`config.mk`:
```
export PLATFORM = sky130hd
export DESIGN_NAME = note_pattern_gen
export DESIGN_NICKNAME = d
export VERILOG_FILES = /design/src/rtl/note_pkg.sv /design/src/rtl/note_pattern_gen_lfsr16.sv /design/src/rtl/note_pattern_gen.sv
export SDC_FILE = /design/constraint.sdc
export NUM_CORES = 1
export LEC_CHECK = 0
export CAP_MARGIN = 20
export CORE_MARGIN = 10
export CORE_UTILIZATION = 48
export CTS_BUF_LIST = sky130_fd_sc_hd__clkbuf_4 sky130_fd_sc_hd__clkbuf_8
export DETAILED_ROUTE_END_ITERATION = 7
export PLACE_DENSITY = 0.69
export SLEW_MARGIN = 20
export SYNTH_ARGS = -nofsm -noshare
export SYNTH_HDL_FRONTEND = slang
export SYNTH_SLANG_ARGS = --single-unit
```
`constraint.sdc`:
```
create_clock -name clk -period 3.5 [get_ports clk]
set_input_delay 0.525 -clock clk [delete_from_list [all_inputs] [get_ports clk]]
set_output_delay 0.525 -clock clk [all_outputs]
set_load 0.01 [all_outputs]
```
`src/rtl/note_pkg.sv`:
```
// Shared types and constants for the note pattern generator and its LFSR.
package note_pkg;

    typedef enum logic [1:0] {
        IDLE   = 2'd0,
        RUN    = 2'd1,
        PAUSED = 2'd2
    } state_e;

    localparam logic [15:0] LFSR_MASK = 16'hB400;
    localparam int          ROW_W     = 16;

endpackage

```
`src/rtl/note_pattern_gen_lfsr16.sv`:
```
// 16-bit Galois LFSR (right shift). Reset restores RESET_VAL; load takes the seed port.
module lfsr16
    import note_pkg::*;
#(
    parameter logic [15:0] RESET_VAL = 16'hACE1
) (
    input  logic        clk,
    input  logic        reset,
    input  logic        load,
    input  logic [15:0] seed,
    input  logic        advance,
    output logic [15:0] value
);

    always_ff @(posedge clk) begin
        if (reset)
            value <= RESET_VAL;
        else if (load)
            value <= seed;
        else if (advance)
            value <= (value >> 1) ^ (value[0] ? LFSR_MASK : 16'h0000);
    end

endmodule

```
`src/rtl/note_pattern_gen.sv`:
```
// Column pattern feeder: tick divider, run/pause/idle FSM and LFSR note placement
// with a minimum blank gap after each note.
module note_pattern_gen
    import note_pkg::*;
#(
    parameter int unsigned TICK_DIV  = 1_000_000,
    parameter logic [15:0] LFSR_SEED = 16'hACE1,
    parameter int unsigned GAP_MIN   = 2
) (
    input  logic             clk,
    input  logic             reset,
    input  logic             start,
    input  logic             stop,
    input  logic             pause,
    input  logic [1:0]       speed,
    output logic [ROW_W-1:0] pattern_out,
    output logic             shift_en,
    output logic [15:0]      step_count,
    output logic             running
);

    localparam int TW = $clog2(TICK_DIV + 1);

    state_e        state;
    logic [TW-1:0] tick_cnt;
    logic [TW-1:0] period;
    logic [TW-1:0] period_m1;
    logic [3:0]    gap_cnt;
    logic [15:0]   lfsr;
    logic          lfsr_load;
    logic          step_fire;

    // Period floors at 1 so a large speed shift never yields a zero-length step.
    always_comb begin
        period = TW'(TICK_DIV >> speed);
        if (period == '0)
            period = TW'(1);
        period_m1 = period - TW'(1);
    end

    // stop and pause both outrank a step landing on the same edge.
    assign step_fire = (state == RUN) && !stop && !pause && (tick_cnt >= period_m1);
    assign lfsr_load = (state == IDLE) && !stop && start;

    lfsr16 #(.RESET_VAL(LFSR_SEED)) u_lfsr (
        .clk     (clk),
        .reset   (reset),
        .load    (lfsr_load),
        .seed    (LFSR_SEED),
        .advance (step_fire),
        .value   (lfsr)
    );

    always_ff @(posedge clk) begin
        if (reset) begin
            state       <= IDLE;
            pattern_out <= '0;
            shift_en    <= 1'b0;
            step_count  <= '0;
            running     <= 1'b0;
            tick_cnt    <= '0;
            gap_cnt     <= '0;
        end else begin
            shift_en <= 1'b0;
            if (stop) begin
                state       <= IDLE;
                pattern_out <= '0;
                running     <= 1'b0;
            end else begin
                case (state)
                    IDLE: if (start) begin
                        state      <= RUN;
                        running    <= 1'b1;
                        tick_cnt   <= '0;
                        gap_cnt    <= '0;
                        step_count <= '0;
                    end
                    RUN: if (pause) begin
                        state   <= PAUSED;
                        running <= 1'b0;
                    end else if (step_fire) begin
                        tick_cnt   <= '0;
                        shift_en   <= 1'b1;
                        step_count <= step_count + 16'd1;
                        // Decision uses the LFSR value before this step's advance.
                        if (gap_cnt != 4'd0) begin
                            pattern_out <= '0;
                            gap_cnt     <= gap_cnt - 4'd1;
                        end else if (lfsr[0]) begin
                            pattern_out <= ROW_W'(1) << lfsr[4:1];
                            gap_cnt     <= 4'(GAP_MIN);
                        end else begin
                            pattern_out <= '0;
                        end
                    end else begin
                        tick_cnt <= tick_cnt + TW'(1);
                    end
                    PAUSED: if (!pause) begin
                        state   <= RUN;
                        running <= 1'b1;
                    end
                    default: state <= IDLE;
                endcase
            end
        end
    end

endmodule

```
Yosys cells after proc, flatten, opt, wreduce, memory -nomap -nowiden. Index checks and enable logic that the tools add are counted.

Input bits: 7. Flip-flop bits (word level): 76.

Shift-type cells: 2. Bitwise gates (word level): 4. Reduce and logical (&&, ||, !) cells: 21. $lt $le $gt $ge: 1. $add $sub $neg: 4. Muxes and demuxes: 27. Equal/unequal tests: 8.

Operator list (number): two-way mux 16 bit (6); two-way mux 20 bit (4); case mux 20 bit (2 select lines) (1); case mux 16 bit (2 select lines) (1); adder 20 x 1 -> 20 bit, second input constant (1); >= comparator 20 bit (1); zero test 20 bit (1); two-way mux 4 bit (5); right shift 20 x 2 -> 20 bit, first input constant (1); subtractor 20 x 1 -> 20 bit, second input constant (1); adder 16 x 1 -> 16 bit, second input constant (1); left shift 1 x 4 -> 16 bit, first input constant (1); XOR 15 x 16 -> 16 bit (1); inequality test 2 bit, second input constant (5); case mux 4 bit (2 select lines) (1); AND reduction 4 bit (2); two-way mux 2 bit (3); case mux 2 bit (3 select lines) (1); AND reduction 3 bit (2); AND reduction 6 bit (1); logical AND 1 bit (5); AND reduction 5 bit (1); two-way mux 1 bit (4); nonzero test 4 bit (1); other kinds (12) (16).

Longest topological paths before layout.
Word-level depth: 9. Depth in mapped cells: 14. Mapped depth without buffers: 12.

Modules after synthesis. From an unflattened synthesis, not the netlist that was laid out.

Cells, all modules: 481. Area, all modules: 4146.5 sq um.

Modules (own cells, without submodules): note_pattern_gen (times used 1, cells each 404, area an instance 3350.7 sq um, seq. area each 1201.2 sq um); lfsr16 (times used 1, cells each 77, area an instance 795.8 sq um, seq. area each 320.3 sq um).

Least setup slack after synthesis. OpenSTA, ideal clock, no wires.

Path kind: input to register. From: input speed[0]. To: register gap_cnt[3]. Data arrival time: 2.623 ns. Cell stages on the path: 13. Data required time: 3.366 ns. Path buffers: 1. Setup slack: 0.743 ns. Cells stage by stage: inv_1 ha_1 inv_1 a21oi_1 nor2_1 ha_1 nand4_1 nor3_2 and2_1 nor3_2 buf_4 o311ai_1 o41ai_2.

Word-level cells in the longest chain between the ends: 8.

Ends and longest elaborated chain: from (decl) (RTL line note_pattern_gen.sv:15) `input logic [1:0] speed,`; right shift 20 x 2 -> 20 bit (*) (RTL line note_pattern_gen.sv:35) `period = TW'(TICK_DIV >> speed);`; zero test 20 bit (RTL line note_pattern_gen.sv:36) `if (period == '0)`; two-way mux 20 bit (*) (RTL line note_pattern_gen.sv:36); subtractor 20 x 1 -> 20 bit (*) (RTL line note_pattern_gen.sv:38) `period_m1 = period - TW'(1);`; >= comparator 20 bit (*) (RTL line note_pattern_gen.sv:42) `assign step_fire = (state == RUN) && !stop && !pause && (tick_cnt >= period_m1);`; logical AND 1 bit (*) (RTL line note_pattern_gen.sv:42); inequality test 2 bit (no source line) (*); AND reduction 6 bit (no source line) (*); to (signal assigned) (RTL line note_pattern_gen.sv:88) `gap_cnt <= gap_cnt - 4'd1;`; to (signal assigned) (RTL line note_pattern_gen.sv:91) `gap_cnt <= 4'(GAP_MIN);`; to (decl) (RTL line note_pattern_gen.sv:28) `logic [3:0] gap_cnt;`.

Mark *: on every way between the ends. The rest lies on a longest branch, timed or not. A chain may end at the register's enable or synchronous reset.

Worst setup path after layout.
From: input speed[1]. To: register pattern_out[4].

Word-level cells in the longest chain between the ends: 7.

Ends and longest elaborated chain: right shift 20 x 2 -> 20 bit (*) (RTL line note_pattern_gen.sv:35); zero test 20 bit (RTL line note_pattern_gen.sv:36); two-way mux 20 bit (*) (RTL line note_pattern_gen.sv:36); subtractor 20 x 1 -> 20 bit (*) (RTL line note_pattern_gen.sv:38); >= comparator 20 bit (*) (RTL line note_pattern_gen.sv:42); logical AND 1 bit (*) (RTL line note_pattern_gen.sv:42); AND reduction 3 bit (no source line) (*); to (signal assigned) (RTL line note_pattern_gen.sv:90) `pattern_out <= ROW_W'(1) << lfsr[4:1];`; to (decl) (RTL line note_pattern_gen.sv:16) `output logic [ROW_W-1:0] pattern_out,`.

Marked as above.

==> run summary <==
Crit. End Element - register
P_int - 0.001166 W
DRT iter0 DRCs - 166
maximum clock path buffer count - 2
layout net count - 547
post-synthesis instance total - 463
root buffer cell - clkbuf_8
synth unique cells - 62
Site Rows - 33
cts bufs inserted - 9
synth warn - 0
final count of negative-setup-slack endpoints - 0
Critical Path Start Type - primary input
Detailed Place HPWL - 6848 um
max-cap viol count - 0
cells on worst reg2reg path - 7
GR Overflow Total - 0
Post-Place Cells - 605
Critical Path AT - 3390 ps
CTS clk-pin slew, worst paths - 90 ps
gpl congestion - 0.8860
final hold viol count - 0
minimum clock period - 3141 ps
total clock sinks - 76
FFs w/ async S/R, synth - 0%
DR vias - 3446
synth top area cells - dfxtp_1 38%, ha_1 9.1%, nand2_1 6.2%, nor2_1 4.5%, nand3_1 3.8%
CP peak stage delay - 460 ps
fin util - 57.98%
final antenna-violating net count - 0
crit path max fanout - 49
# diodes - 0
RSZ-0062 raised after global routing - no
peak supply drop - 0.2163 mV
Layout area overhead - 18.90%
Tightest Pin Transition - 724.7 ps
most frequent cell after synthesis - dfxtp_1
CTS tree - done
Max H-tree Level - 3
Starting Density - 48.76%
pin count of the biggest net entering global routing - 50
share of cells above drive strength 1 - 9.109%
Seq cells post-synth - 76
Power Density - 337.2 nW/um^2
# hold bufs at CTS - 0
Synth Area in Compound Gates - 18.77%
drt pass-1 iters - 4
worst hold path class - reg2reg
Ports - 41
GRT Resource Usage Total - 14.75%
drt wl/cell - 14.73 um
# resized after CTS - 0
status - finished clean
Die X - 110.9 um
Simple-Gate Fraction of Synth Area - 23.53%
Hold Path Cell Cnt - 2
fmax - 318.3 MHz
Static Leak - 1.766 nW
clock power share - 39.3%
part of the Yosys area used for sequential elements - 38.36%
Synth Area per Inst - 8.567 um^2
Final period util - 89.76%
IO Port Bufs - 40
Comb pwr share - 6.0%
clock insertion delay at the later pin of the skew report - 360 ps
Worst Path Required - 3750 ps
largest family of logic cells by synthesized area - simple AND/OR/NAND/NOR gates
setup TNS - 0 ps
WS Path Type - in2reg
vias per cell - 5.549
syn_nets - 499
Synth area leader - dfxtp_1
Die Ht - 110.9 um
fillers - 727
Post-synth EDFFs - 0
Net Sw Frac - 26.67%
DRC viols - 0
Commonest cells post-synth - 76 x dfxtp_1, 66 x nand2_1, 48 x nor2_1, 30 x nand3_1, 29 x ha_1
Synth Area in XOR/XNOR - 4.858%
DRT Wirelength - 9147 um
Slew Limit Fails - 0
sequential share of power - 54.7%
Post-CTS Setup Inserts - 0
switching power - 0.0004242 W
adder-cell share of the synthesized area - 9.148%
Max Clock Skew - 13.78 ps
area occupied by multi-input gates - 2280 um^2
slowest CP cell - clkdlybuf4s50_1
crit path cell chain - clkdlybuf4s50_1, inv_1, ha_1, inv_1, a21oi_1, nor2_1, ha_1, nand4_1, nor3_2, and2_1, buf_4, o31ai_4, buf_12, o41ai_1
die area - 12300 um^2
vias in the first global route - 3281
register area - 1521 um^2
CORE AREA - 8134 um^2
Finished Layout Cells - 621
area share of the largest cell type after synthesis - 38.36%
Slew headroom - 51.31%
mux cell area share after synthesis - 1.073%
antenna violations before repair - 0
Total Power - 0.001590 W
top_reg_cell synth - dfxtp_1
Mapped Area - 3966 um^2
first-pass GRT wire length - 15620 um
-- state kept, by name (all words and copies together) (netlist names) --
register,flops
tick_cnt,20
u_lfsr.value,16
pattern_out,16
step_count,16
running,1
shift_en,1
gap_cnt,4
state,2
-- metal layers --
| layer | share of wire (%) | wire length [um] | up-vias | GRT usage [%] |
|---|---|---|---|---|
| met5 | 0 | 0 | - | 0 |
| met3 | 5.2 | 472 | 11 | 3.626 |
| met4 | 1.5 | 139 | 0 | 5.469 |
| met1 | 48 | 4402 | 1619 | 19.05 |
| li1 | - | - | 1757 | - |
| met2 | 45 | 4132 | 59 | 23.11 |
-- power groups by stage --
| stage | Sequential [W] | Combinational [W] | Clock [W] |
|---|---|---|---|
| final | 0.000870 | 0.0000957 | 0.000625 |
| after global routing | 0.000871 | 0.000107 | 0.000667 |
| after CTS | 0.000870 | 0.0000960 | 0.000639 |
| after detailed placement | 0.000890 | 0.0000955 | 0 |
| after global placement | 0.000890 | 0.0000940 | 0 |
| after floorplan | 0.000890 | 0.0000573 | 0 |
-- cell families (layout without fill, tap and decap cells) --
family                   Yosys count  count (layout)
AO/OA/AOI/OAI                     96              96
XOR/XNOR                          22              22
adder cells (fa/ha/maj)           29              29
buffers and inverters             37              90
flip-flops                        76              76
multiplexers                       4               4
other                              1               1
AND/OR/NAND/NOR                  198             198
-- final timing paths --
| path | slack [ps] | startpoint | to |
|---|---|---|---|
| worst min register to register | 460 | u_lfsr.value[10] | u_lfsr.value[9] |
| worst min-delay path | 460 | u_lfsr.value[10] | u_lfsr.value[9] |
| worst max register to register | 1130 | tick_cnt[5] | step_count[6] |
| worst max-delay path | 360 | speed[1] | pattern_out[4] |
-- cell type report --
| type | count | share of cell area (%) |
|---|---|---|
| flip-flops and latches | 76 | 32.26 |
| repair buffers | 57 | 11.46 |
| clock inverters | 7 | 1.167 |
| well taps | 105 | 2.786 |
| inverters | 17 | 1.353 |
| multi-input cells | 350 | 48.34 |
| clock buffers | 9 | 2.627 |
-- critical path: cells and delay by family --
family / cells / cell delay (ps)
AO/OA/AOI/OAI: 3 / 540
adder cells (fa/ha/maj): 2 / 430
buffers and inverters: 5 / 1050
AND/OR/NAND/NOR: 4 / 850
-- layout by cell type, fill, tap and decap left out, drive strengths merged, types with 10 or more instances in the layout --
master / count
nand3: 30
a21oi: 21
o31ai: 18
nor2: 48
dfxtp: 76
nand4: 10
buf: 17
xnor2: 15
ha: 29
inv: 21
clkdlybuf4s50: 40
nand2: 66
-- metrics by stage --
step	hold slack, ps	setup slack, ps	cell area (um^2)
finish	458.1	358.6	4716
global route	482.9	113.1	4716
floorplan	432.1	742.7	3966
detailed placement	446.9	20.68	4537
global placement	441.7	136.3	4537
CTS	463.6	377.6	4716
Power figures use the tool's default switching activity.
